<file path="src/rtl/wave_display_mc_if.sv">
// Pixel-pipeline bus for the multi-channel waveform renderer.
// Timing-side signals, sample-RAM port and registered pixel output.
interface wave_display_mc_if #(
  parameter int NUM_CH   = 2,
  parameter int SAMPLE_W = 8,
  parameter int ADDR_W   = 9
);
  logic [10:0]              x;
  logic [9:0]               y;
  logic                     valid;
  logic                     read_index;
  logic [NUM_CH-1:0]        ch_enable;
  logic [24*NUM_CH-1:0]     ch_colors;
  logic [1:0]               scale_shift;
  logic [ADDR_W-1:0]        read_address;
  logic [SAMPLE_W*NUM_CH-1:0] read_values;
  logic                     valid_pixel;
  logic [7:0]               r;
  logic [7:0]               g;
  logic [7:0]               b;

  modport master (
    output x, y, valid, read_index,
    output ch_enable, ch_colors, scale_shift,
    output read_values,
    input  read_address,
    input  valid_pixel, r, g, b
  );

  modport slave (
    input  x, y, valid, read_index,
    input  ch_enable, ch_colors, scale_shift,
    input  read_values,
    output read_address,
    output valid_pixel, r, g, b
  );
endinterface

</file>
<file path="src/rtl/wave_display_mc.sv">
// Multi-channel waveform overlay renderer, 2-cycle x/y-to-pixel latency.
// Segments join consecutive samples; bank select latched at frame start.
module wave_display_mc #(
  parameter int NUM_CH   = 2,
  parameter int SAMPLE_W = 8,
  parameter int ADDR_W   = 9,
  parameter int X_START  = 256,
  parameter int XSHIFT   = 1,
  parameter int Y_OFFSET = 32,
  parameter int GRID_EN  = 1
) (
  input  logic clk,
  input  logic reset,
  wave_display_mc_if.slave bus
);

  localparam int WIN_W = (1 << (ADDR_W - 1)) << XSHIFT;
  localparam logic [11:0] XS = 12'(X_START);
  localparam logic [11:0] XE = 12'(X_START + WIN_W);

  logic              bank_q;
  logic              win1_q;
  logic [7:0]        ypix1_q;
  logic [5:0]        lx1_q;
  logic [ADDR_W-1:0] addr1_q;
  logic [ADDR_W-1:0] last_q;
  logic              pv_q;
  logic [7:0]        prev_q [NUM_CH];
  logic              vp_q;
  logic [23:0]       rgb_q;

  logic [11:0]       x_ext;
  logic [11:0]       lx_full;
  logic [11:0]       sidx;
  logic              in_win;
  logic [ADDR_W-1:0] addr;
  logic [7:0]        cur [NUM_CH];
  logic [NUM_CH-1:0] hit;
  logic              upd;
  logic              grid;
  logic [23:0]       col_d;

  assign x_ext   = {1'b0, bus.x};
  assign lx_full = x_ext - XS;
  assign sidx    = lx_full >> XSHIFT;
  assign in_win  = bus.valid && !bus.y[9]
                && (x_ext >= XS) && (x_ext < XE);
  assign addr    = in_win ? {bank_q, sidx[ADDR_W-2:0]}
                          : '0;
  assign bus.read_address = addr;

  logic unused_ok;
  assign unused_ok = ^{bus.y[0], sidx[11:ADDR_W-1]};

  // Latch the RAM bank on the first visible pixel of a frame.
  always_ff @(posedge clk) begin
    if (reset) begin
      bank_q <= 1'b0;
    end else if (bus.valid && bus.x == 11'd0
                 && bus.y == 10'd0) begin
      bank_q <= bus.read_index;
    end
  end

  // Stage 1: pixel position held while the RAM read completes.
  always_ff @(posedge clk) begin
    if (reset) begin
      win1_q  <= 1'b0;
      ypix1_q <= '0;
      lx1_q   <= '0;
      addr1_q <= '0;
    end else begin
      win1_q  <= in_win;
      ypix1_q <= bus.y[8:1];
      lx1_q   <= lx_full[5:0];
      addr1_q <= addr;
    end
  end

  for (genvar c = 0; c < NUM_CH; c++) begin : g_ch
    logic [SAMPLE_W-1:0] sv;
    logic [8:0]          sum;
    logic [7:0]          p;
    logic [7:0]          lo;
    logic [7:0]          hi;

    assign sv  = (bus.read_values[SAMPLE_W*c +: SAMPLE_W]
                 >> (SAMPLE_W - 8)) >> bus.scale_shift;
    assign sum = {1'b0, sv[7:0]} + 9'(Y_OFFSET);
    assign cur[c] = sum[8] ? 8'hFF : sum[7:0];
    assign p   = pv_q ? prev_q[c] : cur[c];
    assign lo  = (p < cur[c]) ? p : cur[c];
    assign hi  = (p < cur[c]) ? cur[c] : p;
    assign hit[c] = bus.ch_enable[c] && win1_q
                 && (ypix1_q >= lo) && (ypix1_q <= hi);

    if (SAMPLE_W > 8) begin : g_unused
      logic unused_hi;
      assign unused_hi = ^sv[SAMPLE_W-1:8];
    end
  end

  assign upd  = win1_q && ((addr1_q != last_q) || !pv_q);
  assign grid = (GRID_EN != 0) && win1_q
             && ((lx1_q == 6'd0) || (ypix1_q[4:0] == 5'd0));

  // Lowest-index hit wins; grid only where no trace is drawn.
  always_comb begin
    col_d = 24'h000000;
    if (grid) begin
      col_d = 24'h404040;
    end
    for (int c = NUM_CH - 1; c >= 0; c--) begin
      if (hit[c]) begin
        col_d = bus.ch_colors[24*c +: 24];
      end
    end
  end

  // Remember each channel's last new sample to draw joining segments.
  always_ff @(posedge clk) begin
    if (reset) begin
      pv_q   <= 1'b0;
      last_q <= '0;
      for (int c = 0; c < NUM_CH; c++) begin
        prev_q[c] <= '0;
      end
    end else if (!win1_q) begin
      pv_q <= 1'b0;
    end else if (upd) begin
      pv_q   <= 1'b1;
      last_q <= addr1_q;
      for (int c = 0; c < NUM_CH; c++) begin
        prev_q[c] <= cur[c];
      end
    end
  end

  // Registered pixel output.
  always_ff @(posedge clk) begin
    if (reset) begin
      vp_q  <= 1'b0;
      rgb_q <= '0;
    end else begin
      vp_q  <= win1_q;
      rgb_q <= col_d;
    end
  end

  assign bus.valid_pixel = vp_q;
  assign bus.r = rgb_q[23:16];
  assign bus.g = rgb_q[15:8];
  assign bus.b = rgb_q[7:0];

endmodule

</file>
<file path="src/flat_wrapper.sv">
// flat-port wrapper written by rule: the top's interface ports become plain ports
module wave_display_mc_flat 
#(
  parameter int NUM_CH   = 2,
  parameter int SAMPLE_W = 8,
  parameter int ADDR_W   = 9,
  parameter int X_START  = 256,
  parameter int XSHIFT   = 1,
  parameter int Y_OFFSET = 32,
  parameter int GRID_EN  = 1
)
  (clk, reset, bus_x, bus_y, bus_valid, bus_read_index, bus_ch_enable, bus_ch_colors, bus_scale_shift, bus_read_values, bus_read_address, bus_valid_pixel, bus_r, bus_g, bus_b);
  wave_display_mc_if #(.NUM_CH(NUM_CH), .SAMPLE_W(SAMPLE_W), .ADDR_W(ADDR_W)) bus_i ();
  input  logic clk;
  input  logic reset;
  input wire logic [$bits(bus_i.x)-1:0] bus_x;
  input wire logic [$bits(bus_i.y)-1:0] bus_y;
  input wire logic [$bits(bus_i.valid)-1:0] bus_valid;
  input wire logic [$bits(bus_i.read_index)-1:0] bus_read_index;
  input wire logic [$bits(bus_i.ch_enable)-1:0] bus_ch_enable;
  input wire logic [$bits(bus_i.ch_colors)-1:0] bus_ch_colors;
  input wire logic [$bits(bus_i.scale_shift)-1:0] bus_scale_shift;
  input wire logic [$bits(bus_i.read_values)-1:0] bus_read_values;
  output wire logic [$bits(bus_i.read_address)-1:0] bus_read_address;
  output wire logic [$bits(bus_i.valid_pixel)-1:0] bus_valid_pixel;
  output wire logic [$bits(bus_i.r)-1:0] bus_r;
  output wire logic [$bits(bus_i.g)-1:0] bus_g;
  output wire logic [$bits(bus_i.b)-1:0] bus_b;
  assign bus_i.x = bus_x;
  assign bus_i.y = bus_y;
  assign bus_i.valid = bus_valid;
  assign bus_i.read_index = bus_read_index;
  assign bus_i.ch_enable = bus_ch_enable;
  assign bus_i.ch_colors = bus_ch_colors;
  assign bus_i.scale_shift = bus_scale_shift;
  assign bus_i.read_values = bus_read_values;
  assign bus_read_address = bus_i.read_address;
  assign bus_valid_pixel = bus_i.valid_pixel;
  assign bus_r = bus_i.r;
  assign bus_g = bus_i.g;
  assign bus_b = bus_i.b;
  wave_display_mc #(.NUM_CH(NUM_CH), .SAMPLE_W(SAMPLE_W), .ADDR_W(ADDR_W), .X_START(X_START), .XSHIFT(XSHIFT), .Y_OFFSET(Y_OFFSET), .GRID_EN(GRID_EN)) u_core (.clk(clk), .reset(reset), .bus(bus_i));
endmodule
</file>
<file path="config.mk">
export PLATFORM = sky130hd
export DESIGN_NAME = wave_display_mc_flat
export DESIGN_NICKNAME = d
export VERILOG_FILES = /design/src/rtl/wave_display_mc_if.sv /design/src/rtl/wave_display_mc.sv /design/src/flat_wrapper.sv
export SDC_FILE = /design/constraint.sdc
export NUM_CORES = 1
export LEC_CHECK = 0
export BUFFER_PORTS_ARGS = -buffer_cell sky130_fd_sc_hd__buf_4
export CAP_MARGIN = 15
export CORE_MARGIN = 1
export CORE_UTILIZATION = 53
export DETAILED_ROUTE_END_ITERATION = 12
export GPL_TIMING_DRIVEN = 0
export MAX_ROUTING_LAYER = met4
export PLACE_DENSITY = 0.8
export SETUP_SLACK_MARGIN = 0.15
export SYNTH_ARGS = -nofsm -noshare
export SYNTH_HDL_FRONTEND = slang
export SYNTH_SLANG_ARGS = --single-unit
</file>
<file path="constraint.sdc">
create_clock -name clk -period 6.2 [get_ports clk]
set_input_delay 0.93 -clock clk [delete_from_list [all_inputs] [get_ports clk]]
set_output_delay 0.93 -clock clk [all_outputs]
set_load 0.01 [all_outputs]
</file>
Word level (Yosys, flattened, before mapping)
Memory sizes are Yosys's and may differ from the RTL's. Cells that the tools add are included.

Bits in writable memories: 16. Flip-flop bits (word level): 60. Memories kept: 1. Bits of input ports: 93. Output and inout bits: 34. Word-level logic and storage cells: 70.

Bitwise logic cells: 3. Reductions and logical operators: 23. Shift operators: 2. Magnitude comparators: 8. Add/sub/neg operators: 3. Equality and inequality tests: 1. Mux-type cells: 20.

Memories: u_core.prev_q (depth 2, width 8, rd ports 2, clocked after Yosys merged registers in 0, wr ports 2, RTL line wave_display_mc.sv:28) `logic [7:0] prev_q [NUM_CH];`.

Operators by type and width (number): 8-bit 2-to-1 mux (10); 24-bit 2-to-1 mux (2); 23-bit 2-to-1 mux (1); 8-bit by 6-bit adder with 9-bit output (second input constant) (2); 8-bit greater-or-equal comparator (2); 8-bit less-or-equal comparator (2); 8-bit < comparator (2); 8-bit by 2-bit >> shifter with 8-bit output (2); 1-bit logical AND (13); 11-bit by 9-bit greater-or-equal comparator with 1-bit output (second input constant) (1); 11-bit zero test (1); 11-bit by 10-bit < comparator with 1-bit output (second input constant) (1); 10-bit zero test (1); 9-bit 2-to-1 mux (1); 9-bit inequality test (1); 9-bit subtractor (second input constant) (1); 6-bit zero test (1); 1-bit 2-to-1 mux (6); 5-bit zero test (1); 1-bit zero test (2); 1-bit logical OR (2); 1-bit OR (2); 2-bit AND reduction (1); 2-bit OR reduction (1); 1-bit NOT (1).

Logic depth before layout (Yosys ltp)
Depth after elaboration: 11. Mapped depth: 24. Depth with buffers taken out: 20.

Least setup slack after synthesis
OpenSTA, ideal clock, no wires.

Path type: input -> register. Start: in bus_scale_shift[0]. End: reg u_core.rgb_q[10]. Arrival time: 5.250 ns. Library setup time: 0.117 ns. Setup slack: 0.833 ns. Path buffers: 5. Required time: 6.083 ns. Stages: 23. Cell sequence: buf_4 > buf_2 > buf_2 > mux2i_1 > nor2_1 > ha_1 > or2_2 > mux2i_1 > inv_1 > ha_1 > nand2_1 > o21ai_0 > a21oi_1 > buf_6 > mux2_2 > ha_1 > a211o_1 > a31oi_1 > o21ai_0 > and4b_1 > o211a_1 > buf_2 > a22o_1.

Cells in the longest elaborated chain, start to end: 11. Elaborated cells on any way between the ends: 24. Those cells by class: add/sub: 2; order compare: 6; shift: 2; mux: 10; reduce/logical: 4.

Ends and longest elaborated chain: start: declaration (RTL line flat_wrapper.sv:22) `input wire logic [$bits(bus_i.scale_shift)-1:0] bus_scale_shift;`; 8-bit by 2-bit >> shifter with 8-bit output (RTL line wave_display_mc.sv:87) `assign sv = (bus.read_values[SAMPLE_W*c +: SAMPLE_W]`; 8-bit by 6-bit adder with 9-bit output (RTL line wave_display_mc.sv:89) `assign sum = {1'b0, sv[7:0]} + 9'(Y_OFFSET);`; 8-bit 2-to-1 mux (RTL line wave_display_mc.sv:90) `assign cur[c] = sum[8] ? 8'hFF : sum[7:0];`; 8-bit 2-to-1 mux (RTL line wave_display_mc.sv:91) `assign p = pv_q ? prev_q[c] : cur[c];`; 8-bit < comparator (RTL line wave_display_mc.sv:92, wave_display_mc.sv:93); 8-bit 2-to-1 mux (RTL line wave_display_mc.sv:92) `assign lo = (p < cur[c]) ? p : cur[c];`; 8-bit greater-or-equal comparator (RTL line wave_display_mc.sv:95) `&& (ypix1_q >= lo) && (ypix1_q <= hi);`; 1-bit logical AND (2 in series) (RTL line wave_display_mc.sv:95); 24-bit 2-to-1 mux (RTL line wave_display_mc.sv:114) `if (hit[c]) begin`; 24-bit 2-to-1 mux * (RTL line wave_display_mc.sv:114); end signal: assignment (RTL line wave_display_mc.sv:146) `rgb_q <= col_d;`; end: declaration (RTL line wave_display_mc.sv:30) `logic [23:0] rgb_q;`.

Every way passes the cells marked *; elsewhere a longest branch is shown, timed or not. A chain may end at the register's enable or synchronous reset.

Final worst setup path
Start: in bus_scale_shift[1]. End: reg u_core.rgb_q[4].

The elaborated chain is that of the path after synthesis.

==> results.sh <==
export IMPL_maxCapViolCount=0
export IMPL_seq_area_frac_synth=0.357
export IMPL_final_max_slew_viol_count=0
export IMPL_timing_hold_ws_ns=0.477
export IMPL_startpoint="bus_scale_shift[1]"
export IMPL_drc_errors=0
export IMPL_endpoint="u_core.rgb_q[4]$_SDFF_PP0_"
export IMPL_switching_share=0.329
export IMPL_antenna_found_initial=0
export IMPL_syn_num_nets=640
export IMPL_portBuffers=126
export IMPL_ys_ff_latch=76
export IMPL_drtPass1Iterations=5
export IMPL_grt_setup_unrepaired="false"
export IMPL_worst_clock_skew_ns=0.0130
export IMPL_synth_distinct_cells=52
export IMPL_p_leak_nw=2.89
export IMPL_synth_cell_area_sq_um=4710
export IMPL_die_y_um=96.3
export IMPL_num_antenna_cells=0
export IMPL_ys_warn_count=0
export IMPL_wl_met2_um=5740
export IMPL_r2r_cells=17
export IMPL_hold_viol_final=0
export IMPL_power_total_mw=1.29
export IMPL_crit_type="in -> reg"
export IMPL_cp_start_kind="primary input"
export IMPL_r2r_end="u_core.rgb_q[4]$_SDFF_PP0_"
export IMPL_synth_async_reset_ratio=0
export IMPL_min_period_ns=5.68
export IMPL_clockRootBuffer="clkbuf_8"
export IMPL_h_tree_depth=3
export IMPL_worst_pin_slew_ns=0.904
export IMPL_r2r_slack_ns=1.33
export IMPL_pwr_share_clk=0.271
export IMPL_ant_nets=0
export IMPL_status="complete, no violations"
export IMPL_vias=4241
export IMPL_regArea_sq_um=1680
export IMPL_fmax_mhz=176
export IMPL_avgSynthCellArea_sq_um=9.44
export IMPL_hold_class="reg -> reg"
export IMPL_slew_headroom=0.396
export IMPL_min_delay_start="u_core.addr1_q[2]$_SDFF_PP0_"
export IMPL_arrival_ns=5.98
export IMPL_cts_tree="yes"
export IMPL_gp_congestion=0.968
export IMPL_synthCells=499
export IMPL_coreArea_sq_um=8680
export IMPL_p_int_mw=0.862
export IMPL_synthFlopType="dfxtp_1"
export IMPL_post_cts_buffers=0
export IMPL_drt_initial_drc_count=175
export IMPL_dpl_cell_area_sq_um=5790
export IMPL_area_growth_synth_to_final_pct=27.3
export IMPL_place_ws_ns=0.0233
export IMPL_num_io_pins=127
export IMPL_post_route_worst_setup_slack_ns=0.516
export IMPL_end_kind="register"
export IMPL_clock_latency_ns=0.35
export IMPL_wl_met3_um=682
export IMPL_drive_gt1_frac=0.285
export IMPL_stdcell_count=749
export IMPL_grtUsageTotal=0.274
export IMPL_wl_met1_um=5160
export IMPL_final_period_utilization=0.917
export IMPL_combPwrFrac=0.323
export IMPL_vias_per_cell=5.66
export IMPL_highest_layer="met4"
export IMPL_numCtsBuffers=9
export IMPL_grt_pass1_vias=4154
export IMPL_dieArea_sq_um=9270
export IMPL_cts_max_path_buffers=2
export IMPL_multi_input_area_sq_um=2840
export IMPL_rows=34
export IMPL_timing_rr_start="u_core.pv_q$_SDFFE_PP0P_"
export IMPL_wl_um=11900
export IMPL_grt_overflow_total=0
export IMPL_clkSinkCount=76
export IMPL_synth_edf_count=16
export IMPL_grt_pass1_wl_um=18900
export IMPL_irDropWorstVdd_mv=0.137
export IMPL_p_per_area_nw_per_um2=214
export IMPL_start_util=0.543
export IMPL_fin_nets=777
export IMPL_power_switching_mw=0.423
export IMPL_fp_dieW_um=96.3
export IMPL_num_fill_cells=696
export IMPL_crit_fanout=10
export IMPL_wl_per_cell_um=15.8
export IMPL_grt_start_max_net_pins=17
export IMPL_postLayoutCoreUtil=0.691
export IMPL_final_cell_area_sq_um=6000
export IMPL_cts_clk_slew_worst_paths_ns=0.09
export IMPL_hpwlAfterDp_um=9420
export IMPL_dp_cells=733
export IMPL_worstPathRequired_ns=6.49
export IMPL_power_frac_seq=0.405
export IMPL_setup_violations=0
export IMPL_setup_tns_ns=0
[power by group through the flow]
stage | sequential (mW) | clock (mW) | combinational, mW
floorplan | 0.530 | 0 | 0.279
global placement | 0.532 | 0 | 0.382
detailed placement | 0.532 | 0 | 0.404
CTS | 0.521 | 0.353 | 0.407
global route | 0.522 | 0.374 | 0.466
finish | 0.521 | 0.348 | 0.416
[layout by cell type, fill, tap and decap left out, drive strengths merged, types with 13 or more instances in the layout]
| cell type | count |
|---|---|
| ha | 48 |
| dfxtp | 60 |
| o21ai | 19 |
| clkbuf | 19 |
| edfxtp | 16 |
| and2 | 13 |
| nor2b | 23 |
| buf | 138 |
| mux2i | 24 |
| nor2 | 43 |
| nand2 | 27 |
| inv | 30 |
| a22o | 30 |
| a21oi | 26 |
| mux2 | 15 |
[synthesized netlist by cell type, types with 2 or more instances]
library cell	count	area [sq um]
xor2_1	11	96.3
a21oi_1	25	125
edfxtp_1	16	480
nor2_1	43	161
o22ai_1	3	18.8
or2_2	2	12.5
o21ai_0	19	95.1
a211oi_1	5	37.5
clkbuf_1	9	33.8
nand3_1	6	30.0
nor2b_1	23	144
buf_2	8	40.0
a221oi_1	2	17.5
mux4_2	3	67.6
and3_1	11	68.8
buf_1	2	7.51
buf_6	2	22.5
nor3b_1	3	22.5
ha_1	48	601
a21o_1	5	37.5
nand2b_1	9	56.3
mux2i_1	24	240
nor4_1	6	37.5
nand4_1	5	31.3
or3_1	2	12.5
mux2_2	15	169
a211o_1	3	26.3
or4_1	2	15.0
dfxtp_1	60	1200
a22o_1	30	263
o211ai_1	2	15.0
and2_1	13	81.3
inv_1	26	97.6
nand2_1	27	101
a2bb2oi_1	2	17.5
nor3_1	11	55.1
[cells by family (layout without fill, tap and decap cells)]
| group | after synthesis | in the layout | synth area share |
|---|---|---|---|
| buf+inv | 48 | 190 | 0.0444 |
| simple gates | 166 | 166 | 0.183 |
| compound gates | 106 | 106 | 0.159 |
| flops | 76 | 76 | 0.357 |
| fa+ha+maj | 48 | 48 | 0.127 |
| xor+xnor | 12 | 12 | 0.0223 |
| mux | 43 | 43 | 0.107 |
[routing by layer]
layer / vias up / global-route usage
li1: 2095 / -
met1: 1961 / 0.326
met2: 159 / 0.459
met3: 26 / 0.0521
met4: 0 / 0.103
met5: - / -
[worst max-delay path, cell delays in order]
cell and delay (ns):
buf_4 0.11, buf_2 0.21, buf_2 0.26, mux4_2 0.33, nor2_1 0.31, inv_1 0.09, mux2i_1 0.26, inv_1 0.09
ha_1 0.31, nand2_1 0.08, a211oi_1 0.05, a2111o_1 0.43, a21oi_4 0.22, buf_2 0.23, nor2_1 0.07, a21oi_1 0.15
ha_1 0.27, and4_1 0.23, a221o_1 0.38, a21oi_2 0.30, o211a_1 0.26, buf_2 0.24, a22o_1 0.18
[registers in the layout, indices dropped and copies added, names as in the netlist]
signal and cells:
u_core.addr1_q 9, u_core.bank_q 1, u_core.pv_q 1, u_core.prev_q 16
u_core.last_q 9, u_core.win1_q 1, u_core.ypix1_q 8, u_core.rgb_q 24
u_core.lx1_q 6, u_core.bus.valid_pixel 1
[what timing repair did]
action	in CTS	in global routing
hold buffers	0	0
gates resized for setup	0	10
endpoints found under the setup margin	0	20
[cell type report]
class	instances	area share
Buffer	22	0.0192
Clock buffer	9	0.0207
Clock inverter	7	0.00960
Inverter	26	0.0163
Multi-Input combinational cell	375	0.474
Sequential cell	76	0.280
Tap cell	108	0.0225
Timing Repair Buffer	126	0.158
[worst min path at each step]
stage | endpoint | slack, ns | cells past startpoint
after floorplan | u_core.addr1_q[8]$_SDFF_PP0_ | 0.44 | 1
after global placement | u_core.last_q[7]$_SDFFE_PP0P_ | 0.47 | 1
after detailed placement | u_core.last_q[7]$_SDFFE_PP0P_ | 0.48 | 1
after CTS | u_core.last_q[2]$_SDFFE_PP0P_ | 0.48 | 1
after global routing | u_core.last_q[6]$_SDFFE_PP0P_ | 0.51 | 1
final | u_core.last_q[2]$_SDFFE_PP0P_ | 0.48 | 1
No activity file was read; power rests on OpenSTA's default activity.
